$ cat config.mk
export PLATFORM = sky130hd
export DESIGN_NAME = fetch_ctrl
export DESIGN_NICKNAME = d
export VERILOG_FILES = /design/src/rtl/fetch_pkg.sv /design/src/rtl/fetch_ctrl.sv
export SDC_FILE = /design/constraint.sdc
export NUM_CORES = 1
export LEC_CHECK = 0
export ABC_AREA = 1
export ABC_CLOCK_PERIOD_IN_PS = 1400
export CORE_UTILIZATION = 39
export DETAILED_ROUTE_END_ITERATION = 8
export GPL_ROUTABILITY_DRIVEN = 0
export GPL_TIMING_DRIVEN = 0
export PLACE_DENSITY_LB_ADDON = 0.15
export SLEW_MARGIN = 5
export SYNTH_ARGS = -nofsm -noshare
export SYNTH_HDL_FRONTEND = slang
export SYNTH_SLANG_ARGS = --single-unit
$ cat constraint.sdc
create_clock -name clock -period 1.4 [get_ports clock]
set_input_delay 0.14 -clock clock [delete_from_list [all_inputs] [get_ports clock]]
set_output_delay 0.14 -clock clock [all_outputs]
set_load 0.005 [all_outputs]
$ cat src/rtl/fetch_pkg.sv
// Shared types and defaults for the instruction fetch controller.
package fetch_pkg;

  typedef enum logic [2:0] {
    ST_BOOT   = 3'd0,
    ST_FETCH  = 3'd1,
    ST_ISSUE  = 3'd2,
    ST_HALTED = 3'd3,
    ST_ERROR  = 3'd4
  } fetch_state_t;

  localparam int unsigned TIMEOUT_CYCLES_DEFAULT = 16;

endpackage : fetch_pkg

$ cat src/rtl/fetch_ctrl.sv
// Instruction fetch controller: requests an instruction at the current PC,
// holds it for issue, pulses the PC advance enable, counts retirements and
// flags a sticky error when memory fails to answer in time.
module fetch_ctrl
  import fetch_pkg::*;
#(
  parameter int unsigned TIMEOUT_CYCLES = TIMEOUT_CYCLES_DEFAULT
) (
  input  logic        clock,
  input  logic        reset_n,
  input  logic [31:0] pc_value,
  output logic        imem_req,
  output logic [31:0] imem_addr,
  input  logic        imem_ack,
  input  logic [31:0] imem_rdata,
  input  logic        stall,
  input  logic        halt,
  output logic        pc_en,
  output logic [31:0] instr_out,
  output logic        instr_valid,
  output logic        fetch_err,
  output logic [31:0] instret
);

  localparam logic [7:0] TIMER_LAST = 8'(TIMEOUT_CYCLES - 1);

  fetch_state_t state_q, state_d;
  logic [7:0]   timer_q, timer_d;
  logic [31:0]  instr_q, instr_d;
  logic [31:0]  instret_q, instret_d;

  // State, timer, held instruction and retirement counter registers.
  always_ff @(posedge clock or negedge reset_n) begin
    if (!reset_n) begin
      state_q   <= ST_BOOT;
      timer_q   <= '0;
      instr_q   <= '0;
      instret_q <= '0;
    end else begin
      state_q   <= state_d;
      timer_q   <= timer_d;
      instr_q   <= instr_d;
      instret_q <= instret_d;
    end
  end

  // Next-state and output decode; everything inactive unless a state claims it.
  always_comb begin
    state_d     = state_q;
    timer_d     = timer_q;
    instr_d     = instr_q;
    imem_req    = 1'b0;
    imem_addr   = '0;
    pc_en       = 1'b0;
    instr_valid = 1'b0;
    fetch_err   = 1'b0;
    unique case (state_q)
      ST_BOOT: begin
        timer_d = '0;
        state_d = ST_FETCH;
      end
      ST_FETCH: begin
        imem_req  = 1'b1;
        imem_addr = pc_value;
        if (imem_ack) begin
          instr_d = imem_rdata;
          timer_d = '0;
          state_d = ST_ISSUE;
        end else if (timer_q == TIMER_LAST) begin
          state_d = ST_ERROR;
        end else begin
          timer_d = timer_q + 8'd1;
        end
      end
      ST_ISSUE: begin
        instr_valid = 1'b1;
        if (stall) begin
          state_d = ST_ISSUE;
        end else if (halt) begin
          state_d = ST_HALTED;
        end else begin
          pc_en   = 1'b1;
          state_d = ST_FETCH;
        end
      end
      ST_HALTED: begin
        state_d = ST_HALTED;
      end
      ST_ERROR: begin
        fetch_err = 1'b1;
        state_d   = ST_ERROR;
      end
      default: begin
        state_d = ST_BOOT;
      end
    endcase
  end

  // Retirement counter advances with each PC advance, wrapping naturally.
  always_comb begin
    instret_d = instret_q;
    if (pc_en) begin
      instret_d = instret_q + 32'd1;
    end
  end

  assign instr_out = instr_q;
  assign instret   = instret_q;

endmodule : fetch_ctrl

* Word level (Yosys, flattened, before mapping)
Index checks and enable logic that the tools add are counted.
Word-level totals: flip-flop bits (word level) 75, input port bits 69, output and inout port bits 100
Operators by class: add/subtract/negate cells 2, equal/unequal tests 7, mux-type cells 15, reductions and logical operators 4
Operator list (number):
- $add A32 B1 Y32 const B | 1
- $mux W32 | 1
- $mux W8 | 2
- $pmux W8 S2 | 1
- $pmux W3 S5 | 1
- $add A8 B1 Y8 const B | 1
- $eq A8 B4 Y1 const B | 1
- $eq A3 B2 Y1 const B | 2
- $mux W1 | 6
- $mux W3 | 2
- $ne A3 B3 Y1 const B | 2
- $mux W2 | 2
- $reduce_and A2 Y1 | 2
- $eq A3 B1 Y1 const B | 1
- $eq A3 B3 Y1 const B | 1
- $logic_not A3 Y1 | 1
- $reduce_bool A2 Y1 | 1

* Longest topological paths before layout
Gate-level depths: netlist of run 1.
depth after elaboration 4, gate-level depth with buffers 9

* Least setup slack after synthesis of run 1
OpenSTA, ideal clock, no wires.
path kind reg-to-reg, start point register instret_q[0] (netlist: instret[0]), end point register instret_q[14] (netlist: instret[14]), data arrival time 1270 ps, data required time 1274 ps, slack 3 ps, stages on the path, launching flop included 8, buffers on the path 0, cell sequence dfrtp_1 ha_1 inv_1 nor2_1 nand2_1 nor2_1 nand3_1 xnor2_1
Between the ends: cells in the longest elaborated chain, start to end 1
RTL lines:
- start, declared | line fetch_ctrl.sv:30 | logic [31:0] instret_q, instret_d;
- start signal, assigned | line fetch_ctrl.sv:43 | instret_q <= instret_d;
- $add A32 B1 Y32 | line fetch_ctrl.sv:103 | instret_d = instret_q + 32'd1;
No other way between the ends. A chain may end at the register's enable or synchronous reset.

* Final worst setup path of run 1
start point register state_q[1], end point output imem_addr[25]
Between the ends: cells in the longest elaborated chain, start to end 2
RTL lines:
- start, declared | line fetch_ctrl.sv:27 | fetch_state_t state_q, state_d;
- start signal, assigned | line fetch_ctrl.sv:40 | state_q <= state_d;
- $eq A3 B1 Y1 | line fetch_ctrl.sv:57 | unique case (state_q)
- $mux W32 | line fetch_ctrl.sv:57
- end, declared | line fetch_ctrl.sv:13 | output logic [31:0] imem_addr,
No other way between the ends.

==> results by group, run 1 <==
Yosys
  • Post-Syn Nets: 523
  • Xor/xnor cell area share of the yosys netlist: 4.86%
  • Post-Synth Adder-Cell Area: 0.631%
  • Largest family of logic cells by synthesized area: simple AND/OR/NAND/NOR gates
  • Seq cells post-synth: 75
  • Synth Area in Compound Gates: 1.80%
  • Post-synth design cell area: 0.00397 mm²
  • Simple-gate area share of the yosys netlist: 25.1%
  • Avg Synthesized Cell Area: 8.78 µm²
  • Yosys warns: 0
  • Yosys cell types: 27
  • Post-synthesis mux area share: 11.8%
  • Register area share after synthesis: 47.3%
  • Mapped Cells: 452

Power
  • Tot Pwr: ~0.012 W
  • Flop pwr share: 27.0%
  • Max IR drop VDD: 0.000789 V
  • Pint: 0.00801 W
  • Pwr/cell area: 1530 mW/mm²
  • Switching fraction of total power: 31.2%
  • Clock share of power: 19.1%
  • Static Leak: between 3 and 4 nW
  • Combinational share of power: a little over half
  • Net switching power: 0.00364 W

Timing
  • Relative slew slack: 56.4%
  • Final worst slack: -0.279 ns
  • Slew Limit Fails: 0
  • Fin crit period: 1.68 ns
  • RSZ-0062 raised after global routing: true
  • Fmax: about 0.6 GHz
  • Worst clock skew: approximately 0.01 ns
  • Setup-failing EPs final: 108
  • Period utilization: 120%
  • Worst-Margin Slew: 0.652 ns
  • Fin. Hold Viols: 0
  • Setup tns final: -19.47 ns

Setup path
  • Worst-path cell chain: inv_2 > nand3_4 > buf_6 > buf_6 > nor2_4 > buf_6
  • Worst path buffer plus inverter count: 4
  • CP max stage cell: dfrtp_1
  • CP top delay family: buffers and inverters
  • Max incr delay on CP: 0.42 ns
  • Setup Crit Path Kind: reg2out
  • Crit-path most repeated cell: buf_6
  • FF-to-FF path depth: 8
  • CP Launch Type: flip-flop
  • Worst Setup End Kind: output port
  • Worst endpoint data arrival time: between 1.5 and 2 ns
  • Critical Path RT: 1.26 ns
  • Critical-path maximum fanout: 6
  • CP Depth: 6

Cells and area
  • Post-route cell area: 0.00763 mm²
  • Total Nets Final: ~800
  • Fillers: 664
  • Layout cells sized above 1: between 40% and 50%
  • Final core occ: 77.7%
  • N_diodes: 0
  • Synthesis-to-finish area growth: 92.3%

Floorplanning
  • CORE AREA: 0.00982 mm²
  • Row cnt: 36
  • Initial core utilization: 40.4%
  • Die W: 103 µm
  • I/O pin total: 169
  • Die area: approximately 0.011 mm²
  • Die Span Y: 103 µm

Global route
  • Largest net degree at the start of global routing: 40
  • Total grt overflow: 0
  • Vias in the first global route: about 4100
  • Global-route wire length before repair: 19000 µm
  • Global Route Usage Sum: between 20% and 30%
  • Initial antenna violation count: 0

Placement
  • Placed inst area: 0.00583 mm²
  • Detailed Place HPWL: 7670 µm
  • Buffers on Ports: 168
  • Pre-CTS setup slack: -0.477 ns

Clock network
  • CTS clk-pin slew, worst paths: 0.09 ns
  • Clock buffer depth: 2
  • TritonCTS Buffers: 9
  • CTS tree: yes
  • Htree depth: 3
  • CTS Root Buffer Type: clkbuf_8
  • CTS sink cnt: 75
  • Insertion delay to the later sink of the worst-skew pair: 0.35 ns

Routing
  • Drt drc: 0
  • DRT Pass-1 Iters: 4
  • Post-DRT Antenna Nets: 0
  • Vias/cell: between 4 and 5
  • Wire per inst: 15.7 µm
  • Routed vias: 4184
  • 1st-iter DRT viols: 115
  • Final wirelength: about 14000 µm

Run status
  • Failing checks: setup timing
  • Status: finished with violations

Hold path
  • Min-Delay Path Class: in2async

Run
  • Max_cap viols: 0
cells by family after synthesis:
family / count (synthesis)
fa+ha+maj: 2
xor+xnor: 22
flops: 75
simple gates: 227
mux: 32
buf+inv: 81
compound gates: 13
power groups by stage:
stage / Clock (W) / Combinational, W / Sequential [W]
2_1_floorplan: 0 / 0.00172 / 0.00317
3_3_place_gp: 0 / 0.00389 / 0.00312
3_5_place_dp: 0 / 0.00392 / 0.00317
4_1_cts: 0.00224 / 0.00532 / 0.00309
5_1_grt: 0.00233 / 0.00666 / 0.00320
6_report: 0.00223 / 0.00627 / 0.00314
Yosys cell counts:
library cell,instances,area [µm²]
o21ai_0,9,45.0
buf_6,4,45.0
nand4_2,1,12.5
nand3_4,1,17.5
clkbuf_1,2,7.51
nand3_2,1,10.0
nand4_1,16,100
ha_1,2,25.0
nor3_1,5,25.0
buf_1,1,3.75
mux2_2,3,33.8
inv_1,70,263
mux2_4,29,435
a21oi_1,2,10.0
nand2_4,1,11.3
inv_4,1,6.26
nor2_2,6,37.5
nor2_1,75,282
o2111ai_1,1,8.76
xor2_1,12,105
nand2_1,92,345
inv_2,3,11.3
nand3_1,25,125
dfrtp_1,75,1880
nand3b_1,4,30.0
xnor2_1,10,87.6
o211ai_1,1,7.51
sequential cells by signal, summed over array words and instances (netlist names):
name,flops
instr_out,32
instret,32
timer_q,8
state_q,3
routing by layer:
layer  share of wire (%)  wire [µm]  vias up  GRT usage [%]
li1                    -          -     1976              -
met5                   0          0        -              0
met1                  41       5520     2020           28.3
met4                 2.0        272        0           8.45
met3                 5.7        782       24           4.20
met2                  52       7030      164           41.5
cells in the final DEF (no fill, tap or decap), drive strengths merged, types with 2 or more instances in the layout:
| cell | synthesis | layout |
|---|---|---|
| buf | 5 | 136 |
| inv | 74 | 73 |
| a21oi | 2 | 2 |
| dlygate4sd2 | 0 | 21 |
| o21ai | 9 | 9 |
| clkdlybuf4s50 | 0 | 94 |
| bufinv | 0 | 4 |
| clkinv | 0 | 3 |
| clkbuf | 2 | 11 |
| mux2 | 32 | 32 |
| nand2 | 93 | 94 |
| nor2 | 81 | 81 |
| dlymetal6s2s | 0 | 15 |
| ha | 2 | 2 |
| xnor2 | 10 | 10 |
| nand3 | 27 | 28 |
| nand4 | 17 | 17 |
| dfrtp | 75 | 75 |
| nor3 | 5 | 5 |
| xor2 | 12 | 12 |
| nand3b | 4 | 4 |
cell type report:
class | count | area (µm²) | share of cell area [%]
buffer | 6 | 101 | 1.33
clock buffer | 10 | 128 | 1.67
clock inverter | 6 | 138 | 1.80
inverter | 74 | 295 | 3.87
multi-input combinational | 298 | 2370 | 31.0
sequential | 75 | 1890 | 24.7
tap | 133 | 166 | 2.18
timing repair buffer | 263 | 2540 | 33.3
timing repair inverter | 1 | 7.51 | 0.0984
repair_timing:
item	CTS	global route
cloned	7	2
gates resized for setup	305	124
hold buffers	1	0
endpoints found under the hold margin	38	0
pin swaps	44	52
setup buffers	71	18
endpoints found under the setup margin	128	126
per-stage QoR:
| step | cells | hold slack (ns) |
|---|---|---|
| after floorplan | 452 | -0.156 |
| after global placement | 753 | 0.477 |
| after detailed placement | 754 | 0.146 |
| after CTS | 848 | 0.306 |
| after global routing | 866 | 0.369 |
| final | 866 | 0.299 |
path summary, 6_finish.rpt:
check                               start  slack, ns            end
max                            state_q[1]      -0.28  imem_addr[25]
min                               reset_n       0.30  instr_out[22]
max reg2reg                    state_q[0]      -0.27  instr_out[15]
min reg2reg                 instr_out[10]       0.51  instr_out[10]
max in group asynchronous         reset_n       0.49    instret[23]
min in group clock         imem_rdata[17]       0.40  instr_out[17]
Power figures use the tool's default switching activity.
==> run 2, diff against run 1 <==
--- a/config.mk
+++ b/config.mk
@@ -6,9 +6,10 @@
 export NUM_CORES = 1
 export LEC_CHECK = 0
 export ABC_AREA = 1
-export ABC_CLOCK_PERIOD_IN_PS = 1400
-export CORE_UTILIZATION = 39
+export ABC_CLOCK_PERIOD_IN_PS = 1600
+export CORE_UTILIZATION = 55
 export DETAILED_ROUTE_END_ITERATION = 8
+export DONT_BUFFER_PORTS = 1
 export GPL_ROUTABILITY_DRIVEN = 0
 export GPL_TIMING_DRIVEN = 0
 export PLACE_DENSITY_LB_ADDON = 0.15
==> constraint.sdc (replaced) <==
create_clock -name clock -period 1.6 [get_ports clock]
set_input_delay 0.16 -clock clock [delete_from_list [all_inputs] [get_ports clock]]
set_output_delay 0.16 -clock clock [all_outputs]
set_load 0.005 [all_outputs]
==> results by group, run 2 (same netlist as run 1, synthesis figures left out) <==
Global route
  • Global-route wire length before repair: 14300 µm (-25%)
  • Vias in the first global route: 2932 (-28%)
  • Global Route Usage Sum: 25.1% (+1.7 points)
  • Largest net degree at the start of global routing: 76 (+90%)
  • Initial antenna violation count: 0 (unchanged)
  • Total grt overflow: 0 (unchanged)

Timing
  • Fin. Hold Viols: 75 (+75)
  • Setup tns final: 0 ns (+19.47 ns)
  • Worst clock skew: 0.00810 ns (-0.00179 ns)
  • Relative slew slack: 78.2% (+22 points)
  • Final hold slack: -0.507 ns (-0.806 ns)
  • Final worst slack: 0.0496 ns (+0.329 ns)
  • Worst-Margin Slew: 0.326 ns (-0.326 ns)
  • Fin crit period: 1.55 ns
  • Slew Limit Fails: 0 (unchanged)
  • Period utilization: 96.9%
  • Setup-failing EPs final: 0 (-100%)
  • Fmax: 0.645 GHz
  • RSZ-0062 raised after global routing: true

Placement
  • Pre-CTS setup slack: -0.0766 ns (+0.400 ns)
  • Detailed Place HPWL: 6530 µm (-15%)
  • Buffers on Ports: 0 (-100%)
  • Placed inst area: 0.00409 mm² (-30%)
  • Placed Instances: 548 (-27%)

Power
  • Flop pwr share: 41.9% (+15 points)
  • Max IR drop VDD: 0.00123 V (+57%)
  • Net switching power: 0.00214 W (-41%)
  • Static Leak: 2.39 nW (-39%)
  • Switching fraction of total power: 31.0% (-0.22 points)
  • Pint: 0.00476 W (-41%)
  • Clock share of power: 27.8% (+8.7 points)
  • Combinational share of power: 30.3% (-24 points)
  • Pwr/cell area: 1400 mW/mm² (-8.1%)

Routing
  • Wire per inst: 16.0 µm (+1.9%)
  • Routed vias: 3229 (-23%)
  • Post-DRT Antenna Nets: 0 (unchanged)
  • Drt drc: 0 (unchanged)
  • DRT Pass-1 Iters: 4 (unchanged)
  • Vias/cell: 5.35 (+11%)
  • 1st-iter DRT viols: 183 (+59%)
  • Final wirelength: 9670 µm (-29%)

Setup path
  • Worst Setup End Kind: flip-flop
  • Setup Crit Path Kind: reg2reg
  • CP Launch Type: flip-flop
  • Critical Path RT: 1.84 ns (+0.58 ns)
  • Critical-path maximum fanout: 10 (+4)
  • Worst endpoint data arrival time: 1.79 ns (+0.25 ns)

Cells and area
  • Non-Filler Instances: 604 (-30%)
  • N_diodes: 0 (unchanged)
  • Post-route cell area: 0.00492 mm² (-35%)
  • Total Nets Final: 574 (-28%)
  • Synthesis-to-finish area growth: 24.1%
  • Layout cells sized above 1: 19.5% (-21 points)
  • Most common cell after layout, fill and taps aside: nand2_1
  • Commonest cells after routing, fill and taps aside: nand2_1 (90), dfrtp_1 (71), inv_1 (70), nor2_1 (60), dlygate4sd3_1 (34)

Run status
  • Failing checks: hold timing
  • Status: finished with violations

Floorplanning
  • Initial core utilization: 57.8% (+17 points)
  • CORE AREA: 0.00687 mm² (-30%)
  • Row cnt: 30 (-17%)
  • I/O pin total: 169 (unchanged)
  • Die W: 86.9 µm (-15%)
  • Die Span Y: 86.9 µm (-15%)
  • Die area: 0.00756 mm² (-29%)

Clock network
  • Clock buffer depth: 2 (unchanged)
  • TritonCTS Buffers: 9 (unchanged)
  • CTS clk-pin slew, worst paths: 0.08 ns (about the same)
  • CTS tree: yes
  • CTS Root Buffer Type: clkbuf_8
  • Insertion delay to the later sink of the worst-skew pair: 0.35 ns (about the same)
  • CTS Hold Buffers Added: 34 (+33)
  • CTS sink cnt: 75 (unchanged)
  • Htree depth: 3 (unchanged)

Hold path
  • Min-Delay Path Class: in2async

Run
  • Max_cap viols: 0 (unchanged)
run 2: area by class of cell:
type	count	area (µm²)
Inverter	74	288
Buffer	7	91.3
Clock inverter	6	138
Sequential cell	75	1880
Multi-Input combinational cell	296	1890
Clock buffer	10	128
Tap cell	96	120
Timing Repair Buffer	40	385
Fill cell	513	1940
run 2: path summary, 6_finish.rpt:
check	from	end	slack, ns	depth (start not counted)
worst max-delay path	state_q[1]	instr_out[17]	0.05	6
worst min-delay path	reset_n	instr_out[16]	-0.51	0
worst max register to register	state_q[1]	instr_out[17]	0.05	6
worst min register to register	instret[0]	instret[0]	0.51	1
max in group asynchronous	reset_n	instret[3]	1.98	0
min in group clock	imem_ack	instr_out[8]	0.07	2
run 2: metal layers:
layer	part of all wire (%)	global-route usage [%]	up-vias	wire length, µm
met3	8.6	6.54	13	834
met1	40	30.5	1530	3830
li1	-	-	1519	-
met2	50	42.7	167	4840
met4	1.7	9.39	0	160
met5	0	0	-	0
run 2: through the flow:
| step | total power, W | utilization [%] |
|---|---|---|
| after floorplan | 0.00428 | - |
| after global placement | 0.00458 | 59.5 |
| after detailed placement | 0.00464 | 59.5 |
| after CTS | 0.00669 | 68.7 |
| after global routing | 0.00724 | 71.7 |
| final | 0.00691 | 71.7 |
run 2: worst max-delay path: stages, from the launching register on:
cell and delay [ns]:
dfrtp_2 0.46, inv_4 0.10, nand3_4 0.15, inv_6 0.15, nand2_8 0.09, buf_6 0.17
mux2_4 0.31
run 2: power groups by stage:
stage          Combinational [W]  Clock [W]  Sequential (W)
2_1_floorplan            0.00150          0         0.00278
3_3_place_gp             0.00170          0         0.00288
3_5_place_dp             0.00174          0         0.00291
4_1_cts                  0.00186    0.00195         0.00287
5_1_grt                  0.00225    0.00203         0.00296
6_report                 0.00209    0.00192         0.00290
run 2: timing repair:
item,4_1_cts,5_1_grt
setup endpoints to repair,41,89
buffers inserted,0,6
gates cloned,0,0
pin swaps,0,7
gates resized for setup,10,48
endpoints found under the hold margin,109,75
